## src/rtl/bin2bcd_pkg.sv

```systemverilog
// Shared types and constants for the sequential binary-to-BCD converter.
package bin2bcd_pkg;

  typedef enum logic [1:0] {
    IDLE  = 2'd0,
    SHIFT = 2'd1,
    DONE  = 2'd2
  } b2b_state_t;

  localparam logic [3:0] NIBBLE_ADJ_THRESH = 4'd5;
  localparam logic [3:0] NIBBLE_ADJ_ADD    = 4'd3;

  // Number of decimal digits needed to show 2^w-1.
  function automatic int min_digits(input int w);
    longint v;
    int     d;
    v = 64'sd1;
    v = (v << w) - 64'sd1;
    d = 0;
    while (v != 64'sd0) begin
      v = v / 64'sd10;
      d = d + 1;
    end
    if (d == 0) begin
      d = 1;
    end
    return d;
  endfunction

  // 4-bit add-3 correction, wraps without carry out.
  function automatic logic [3:0] nibble_adj(input logic [3:0] nib);
    logic [3:0] res;
    if (nib >= NIBBLE_ADJ_THRESH) begin
      res = nib + NIBBLE_ADJ_ADD;
    end else begin
      res = nib;
    end
    return res;
  endfunction

endpackage

```

## src/rtl/bcd_nibble_adj.sv

```systemverilog
// One BCD digit correction stage: adds 3 to a nibble that is 5 or more.
module bcd_nibble_adj
  import bin2bcd_pkg::*;
(
  input  logic [3:0] nibble,
  output logic [3:0] adjusted
);

  // Pure combinational correction.
  always_comb begin
    adjusted = nibble_adj(nibble);
  end

endmodule

```

## src/rtl/bin2bcd_seq.sv

```systemverilog
// Sequential shift-and-add-3 binary-to-BCD converter, one bit per clock, valid/ready on both sides.
// Optional leading-zero blanking mask built only when BIN2BCD_BLANK_EN is defined.
module bin2bcd_seq
  import bin2bcd_pkg::*;
#(
  parameter int WIDTH  = 8,
  parameter int DIGITS = 3
) (
  input  logic                  clk,
  input  logic                  rst_n,
  input  logic                  in_valid,
  output logic                  in_ready,
  input  logic [WIDTH-1:0]      bin,
  output logic                  out_valid,
  input  logic                  out_ready,
  output logic [4*DIGITS-1:0]   bcd,
  output logic [DIGITS-1:0]     blank
);

  localparam int BCD_W = 4 * DIGITS;
  localparam int TOT_W = BCD_W + WIDTH;
  localparam int CNT_W = $clog2(WIDTH + 1);
  localparam logic [CNT_W-1:0] LAST_CNT = CNT_W'(WIDTH - 1);

  if ((WIDTH < 4) || (WIDTH > 32)) begin : g_bad_width
    $error("bin2bcd_seq: WIDTH must be in 4..32");
  end
  if (DIGITS < min_digits(WIDTH)) begin : g_bad_digits
    $error("bin2bcd_seq: DIGITS too small for WIDTH");
  end

  b2b_state_t          state_r;
  logic [CNT_W-1:0]    count_r;
  logic [TOT_W-1:0]    sreg_r;
  logic [TOT_W-1:0]    adj_s;
  logic [TOT_W-1:0]    shifted_s;
  logic [BCD_W-1:0]    bcd_r;
  logic                out_valid_r;
  logic                accept_s;
  logic                last_shift_s;

  // Add-3 touches only the BCD field; the binary field passes straight through.
  for (genvar g = 0; g < DIGITS; g++) begin : g_adj
    bcd_nibble_adj u_adj (
      .nibble   (sreg_r[WIDTH + 4*g +: 4]),
      .adjusted (adj_s[WIDTH + 4*g +: 4])
    );
  end
  assign adj_s[WIDTH-1:0] = sreg_r[WIDTH-1:0];
  assign shifted_s        = {adj_s[TOT_W-2:0], 1'b0};

  assign in_ready     = (state_r == IDLE) || ((state_r == DONE) && out_ready);
  assign accept_s     = in_valid && in_ready;
  assign last_shift_s = (state_r == SHIFT) && (count_r == LAST_CNT);
  assign out_valid    = out_valid_r;
  assign bcd          = bcd_r;

  // Conversion FSM with shift register, bit counter and result register.
  always_ff @(posedge clk) begin
    if (!rst_n) begin
      state_r     <= IDLE;
      count_r     <= {CNT_W{1'b0}};
      sreg_r      <= {TOT_W{1'b0}};
      bcd_r       <= {BCD_W{1'b0}};
      out_valid_r <= 1'b0;
    end else begin
      case (state_r)
        IDLE: begin
          if (accept_s) begin
            sreg_r  <= {{BCD_W{1'b0}}, bin};
            count_r <= {CNT_W{1'b0}};
            state_r <= SHIFT;
          end else begin
            state_r <= IDLE;
          end
        end
        SHIFT: begin
          sreg_r  <= shifted_s;
          count_r <= count_r + CNT_W'(1);
          if (count_r == LAST_CNT) begin
            bcd_r       <= shifted_s[TOT_W-1 -: BCD_W];
            out_valid_r <= 1'b1;
            state_r     <= DONE;
          end else begin
            state_r <= SHIFT;
          end
        end
        DONE: begin
          if (out_ready) begin
            out_valid_r <= 1'b0;
            if (in_valid) begin
              sreg_r  <= {{BCD_W{1'b0}}, bin};
              count_r <= {CNT_W{1'b0}};
              state_r <= SHIFT;
            end else begin
              state_r <= IDLE;
            end
          end else begin
            state_r <= DONE;
          end
        end
        default: begin
          state_r     <= IDLE;
          out_valid_r <= 1'b0;
        end
      endcase
    end
  end

`ifdef BIN2BCD_BLANK_EN
  logic [DIGITS-1:0] blank_next_s;
  logic [DIGITS-1:0] blank_r;

  // Digit i blanks when it and every digit above it are zero; units never blank.
  always_comb begin
    logic hi_zero;
    hi_zero      = 1'b1;
    blank_next_s = {DIGITS{1'b0}};
    for (int i = DIGITS - 1; i >= 1; i--) begin
      hi_zero         = hi_zero && (shifted_s[WIDTH + 4*i +: 4] == 4'd0);
      blank_next_s[i] = hi_zero;
    end
  end

  // Mask is captured on the same edge as the BCD result.
  always_ff @(posedge clk) begin
    if (!rst_n) begin
      blank_r <= {DIGITS{1'b0}};
    end else if (last_shift_s) begin
      blank_r <= blank_next_s;
    end else begin
      blank_r <= blank_r;
    end
  end

  assign blank = blank_r;
`else
  assign blank = {DIGITS{1'b0}};
`endif

endmodule

```

## config.mk

```make
export PLATFORM = sky130hd
export DESIGN_NAME = bin2bcd_seq
export DESIGN_NICKNAME = d
export VERILOG_FILES = /design/src/rtl/bin2bcd_pkg.sv /design/src/rtl/bcd_nibble_adj.sv /design/src/rtl/bin2bcd_seq.sv
export SDC_FILE = /design/constraint.sdc
export NUM_CORES = 1
export LEC_CHECK = 0
export CAP_MARGIN = 5
export CORE_ASPECT_RATIO = 1.5
export CORE_MARGIN = 2
export CORE_UTILIZATION = 45
export CTS_CLUSTER_DIAMETER = 150
export DETAILED_ROUTE_END_ITERATION = 12
export GPL_ROUTABILITY_DRIVEN = 0
export PLACE_DENSITY = 0.69
export SLEW_MARGIN = 20
export SYNTH_ARGS = -nofsm -noshare
export SYNTH_HDL_FRONTEND = slang
export SYNTH_SLANG_ARGS = --single-unit
```

## constraint.sdc

```tcl
create_clock -name clk -period 4.05 [get_ports clk]
set_clock_uncertainty 0.1 [all_clocks]
set_input_delay 0.405 -clock clk [delete_from_list [all_inputs] [get_ports clk]]
set_output_delay 0.405 -clock clk [all_outputs]
set_load 0.02 [all_outputs]
```

### Word-level counts from Yosys, hierarchy flattened

Index checks and enable logic that the tools add are counted.
W data, S select, Z words.

* bitwise operators: 1
* $lt $le $gt $ge: 3
* reductions and logical operators: 8
* add/subtract/negate cells: 4
* muxes and demuxes: 19
* eq/ne operators: 7

Operator list (count)
* $mux W20: 3
* $pmux W20 S3: 1
* $mux W4: 5
* $ge A4 B3 Y1 const B: 3
* $pmux W4 S3: 1
* $add A4 B2 Y4 const B: 2
* $ne A2 B2 Y1 const B: 3
* $pmux W2 S3: 1
* $add A4 B1 Y4 const B: 1
* $eq A4 B3 Y1 const B: 1
* $mux W1: 4
* $mux W2: 2
* $reduce_and A4 Y1: 1
* $add A3 B2 Y3 const B: 1
* $mux W3: 1
* $pmux W1 S3: 1
* $reduce_and A3 Y1: 1
* $reduce_bool A3 Y1: 1
* $eq A2 B1 Y1 const B: 1
* $eq A2 B2 Y1 const B: 1
* $logic_and A1 B1 Y1: 2
* $logic_not A2 Y1: 1
* $ne A2 B1 Y1 const B: 1
* $reduce_and A2 Y1: 1
* 2 further kinds: 2

* logic and storage cells: 47
* flip-flop bits (word level): 39
* input bits: 12
* output and inout port bits: 17

### Longest topological paths before layout

* depth in word-level cells: 6
* mapped depth: 7

### Modules after synthesis

From an unflattened synthesis, not the netlist that was laid out.

* cell total of the unflattened synthesis: 221
* area total of the unflattened synthesis: 1938.1 µm²

By module, submodules not included
* bin2bcd_seq: area each 1634.1 µm², instances 1, cells an instance 173
* bcd_nibble_adj: area each 101.3 µm², instances 3, cells an instance 16

### Least setup slack after synthesis

Ideal clock, no wire load.

* path kind: register to register
* start point: register sreg_r[8]
* end point: register sreg_r[10]
* arrival: 1.389 ns
* stages on the path, launching flop included: 7
* required time: 3.875 ns
* path buffers: 0
* period minus slack after synthesis: 1.564 ns
* setup slack: 2.486 ns
* library setup time: 0.075 ns
* cells stage by stage: dfxtp_1 > inv_1 > ha_1 > nand2b_1 > a21oi_1 > mux2_2 > o22ai_1

* cells in the longest elaborated chain, start to end: 3

RTL lines
* from (decl): RTL line bin2bcd_seq.sv:34 `logic [TOT_W-1:0] sreg_r;`
* from (signal assigned): RTL line bin2bcd_seq.sv:63 `sreg_r <= {TOT_W{1'b0}};`
* from (signal assigned): RTL line bin2bcd_seq.sv:70 `sreg_r <= {{BCD_W{1'b0}}, bin};`
* from (signal assigned): RTL line bin2bcd_seq.sv:78 `sreg_r <= shifted_s;`
* $add A4 B2 Y4 / $ge A4 B3 Y1 (equally long branches): RTL line bin2bcd_pkg.sv:34, bin2bcd_pkg.sv:33
* $mux W4 *: RTL line bin2bcd_pkg.sv:33 `if (nib >= NIBBLE_ADJ_THRESH) begin`
* $pmux W20 S3 *: RTL line bin2bcd_seq.sv:67 `case (state_r)`

Mark *: on every way between the ends. The rest lies on a longest branch, timed or not.
A chain may end at the register's enable or synchronous reset.

### Final worst setup path

* start point: input out_ready
* end point: output in_ready

* cells in the longest elaborated chain, start to end: 2

RTL lines
* from (decl): RTL line bin2bcd_seq.sv:15 `input logic out_ready,`
* $logic_and A1 B1 Y1: RTL line bin2bcd_seq.sv:52 `assign in_ready = (state_r == IDLE) || ((state_r == DONE) && out_ready);`
* $logic_or A1 B1 Y1: RTL line bin2bcd_seq.sv:52
* to (decl): RTL line bin2bcd_seq.sv:12 `output logic in_ready,`

No other way between the ends.

==> Flow_metrics.wiki <==
{| class="wikitable"
! Metric !! Value
|-
| Status || completed
|-
| Clock network fraction of design power || 0.414
|-
| Placed Instances || 272
|-
| Number of max-slew violations in the final report || 0
|-
| Cell area power density || 363 nW/um2
|-
| Die Y || 83.4 um
|-
| DR vias/cell || 5.38
|-
| Required @ worst endpoint || 3.54 ns
|-
| Origin of the worst min-delay path || bcd[10]
|-
| Number of buffers added to fix hold violations after cts || 0
|-
| Synth Cell Area || 1890 um2
|-
| Classification of the worst-slack hold path || reg2reg
|-
| Final critical delay including setup and external delays || 2.40 ns
|-
| Number of clock sinks || 39
|-
| DIE WIDTH || 56.9 um
|-
| Overflow left after global routing || 0
|-
| Number of enable flip-flop cells after synthesis || 0
|-
| Category of the critical setup timing path || in2out
|-
| Final ANT Viol Nets || 0
|-
| Buffer levels on the longest clock path || 2
|-
| Proportion of synthesized chip area in sequential cells || 0.413
|-
| Cell count after synthesis || 215
|-
| Combined flip-flop and latch cell area || 781 um2
|-
| Buffers added on ports || 25
|-
| Post-CTS repair timing setup buffer count || 0
|-
| Clock latency on the worst-skew pair || 0.29 ns
|-
| Layout cells sized above 1 || 0.0766
|-
| Final cell utilization of the core || 0.554
|-
| Mean instance size in the synthesized netlist || 8.79 um2
|-
| Number of rows created at floorplan || 28
|-
| Leakage || 0.896 nW
|-
| Headroom to the max-slew limit || 0.323
|-
| Net switching component of the power || 0.000180 W
|-
| WP data arrival || 1.89 ns
|-
| Synth Flop Type || dfxtp_1
|-
| Hold violation total from the final report || 0
|-
| Setup violators final || 0
|-
| Largest vdd supply drop || 0.000269 V
|-
| Most frequent standard cell in the layout excluding fill and tap cells || dfxtp_1
|-
| Synthesis warning total || 0
|-
| Net total in the final layout || 253
|-
| Combinational share of power || 0.087
|-
| Number of antenna violations at the first check in global routing || 0
|-
| WHS Path Cells || 2
|-
| Unrepaired setup endpoints after global routing || false
|-
| CP Max Fanout || 4
|-
| H-tree depth reported by CTS || 2
|-
| R2R cell count || 4
|-
| Area occupied by multi-input gates || 965 um2
|-
| Num CTS Buffers || 5
|-
| Initial standard-cell utilization of the core || 0.473
|-
| Area delta synth->final || 16.9%
|-
| Reg-to-reg critical path endpoint || sreg_r[6]
|-
| Sum of negative setup slack || 0 ns
|-
| Switching part of the total || 0.225
|-
| Final worst path period share || 0.592
|-
| Diodes inserted || 0
|-
| Post-cts repair resize count || 0
|-
| Final instance count without filler cells || 280
|-
| Startpoint kind of the worst setup timing path || input pin
|-
| Relative contribution of sequential cells to total power || 0.499
|-
| Internal Power || 0.000623 W
|-
| CTS Root Cell || clkbuf_8
|-
| Half-perimeter wire length after placement || 2.45 mm
|-
| Clock slew at the register clock pins of the worst setup and hold paths || 0.07 ns
|-
| Most frequent cells in the layout || dfxtp_1, nand2_1, clkdlybuf4s50_1, a21oi_1, o22ai_1
|-
| Remaining routing DRC violations || 0
|-
| Fraction of registers with async set or reset after synthesis || 0
|-
| Final-layout fill cell count || 383
|-
| Via count of the first global-routing pass || 1,372
|-
| Post-synthesis cell type count || 36
|-
| Pin slew with the least headroom to its limit || 1.01 ns
|-
| Total routed wirelength || 3.60 mm
|-
| Drt pass-1 iters || 4
|-
| Worst r2r src || state_r[0]
|-
| Total I/O pin count || 29
|-
| Hold Path Sink || bcd[10]
|-
| Type of destination of the critical path || output pin
|-
| First-pass GRT wire length || 6.12 mm
|-
| CTS tree || yes
|-
| Overall die area || 4750 um2
|-
| Global-route usage over all layers || 0.160
|-
| Synthesized flop and latch total || 39
|-
| Core footprint || 3990 um2
|-
| Drt first-iter violations || 61
|-
| Wire length per cell || 12.9 um
|-
| Max Clock Freq || 0.417 GHz
|-
| # Max-Cap Violations || 0
|-
| Number of vias after detailed routing || 1,507
|-
| Register-to-register path setup slack || 2.17 ns
|-
| Largest net degree at the start of global routing || 31
|}
worst max path at each step:
stage | from | slack [ns] | end
final | out_ready | 1.65 | in_ready
after CTS | out_ready | 1.64 | in_ready
after global routing | out_ready | 1.54 | in_ready
after detailed placement | out_ready | 1.65 | in_ready
after floorplan | sreg_r[8] | 2.49 | sreg_r[10]
after global placement | rst_n | 1.66 | sreg_r[9]
layout make-up:
type                    count  share of cell area
multi-input cells         153               0.436
well taps                  45              0.0255
inverters                   9              0.0153
clock inverters             2              0.0158
repair buffers             26               0.117
flip-flops and latches     39               0.353
clock buffers               6              0.0374
registers in the layout (all words and copies together), names as in the netlist:
name,flops
out_valid,1
bcd,12
sreg_r,20
count_r,4
state_r,2
Yosys cell counts, types with 2 or more instances:
library cell,number,share of area
nor2b_1,6,0.020
nor2_1,6,0.012
xnor2_1,5,0.023
nor3b_1,5,0.020
ha_1,7,0.046
buf_2,2,0.0053
dfxtp_1,39,0.41
a22oi_1,2,0.0079
a21oi_1,16,0.042
nand2b_1,3,0.0099
buf_4,6,0.024
nand2b_4,2,0.015
nand3_1,8,0.021
mux2_2,3,0.018
o22ai_1,14,0.046
nand4_1,3,0.0099
nand2_1,38,0.075
o211a_1,11,0.058
a211oi_1,2,0.0079
buf_6,3,0.018
o21ai_0,8,0.021
clkbuf_1,4,0.0079
inv_1,9,0.018
through the flow:
| step | worst slack, ns | power (W) | cell area [um2] | hold slack [ns] |
|---|---|---|---|---|
| floorplan | 2.49 | 0.000464 | 1900 | 0.344 |
| global placement | 1.66 | 0.000479 | 2090 | 0.359 |
| detailed placement | 1.65 | 0.000480 | 2090 | 0.359 |
| CTS | 1.64 | 0.000816 | 2210 | 0.376 |
| global route | 1.54 | 0.000834 | 2210 | 0.395 |
| finish | 1.65 | 0.000803 | 2210 | 0.372 |
layer usage:
layer | part of all wire | wire length [um] | vias up | track usage
met4 | 0.018 | 65 | 0 | 0.0719
met3 | 0.045 | 161 | 6 | 0.0358
met2 | 0.49 | 1750 | 30 | 0.261
met5 | 0 | 0 | - | 0
met1 | 0.45 | 1620 | 690 | 0.197
li1 | - | - | 781 | -
worst max-delay path, cell delays in order:
cell and delay [ns]:
clkdlybuf4s50_1 0.57, inv_1 0.08, a21oi_1 0.20, clkdlybuf4s50_1 0.63
power by group through the flow:
stage,Sequential (W),Combinational (W),Clock (W)
floorplan,0.000408,0.0000561,0
global placement,0.000409,0.0000701,0
detailed placement,0.000409,0.0000704,0
CTS,0.000400,0.0000708,0.000345
global route,0.000402,0.0000794,0.000352
finish,0.000400,0.0000700,0.000333
cell families after synthesis:
family	share of synthesized area
buffers and inverters	0.0807
adder cells (fa/ha/maj)	0.0463
other	0.00198
AND/OR/NAND/NOR	0.206
AO/OA/AOI/OAI	0.206
XOR/XNOR	0.0232
flip-flops	0.413
multiplexers	0.0232
Power figures use the tool's default switching activity.
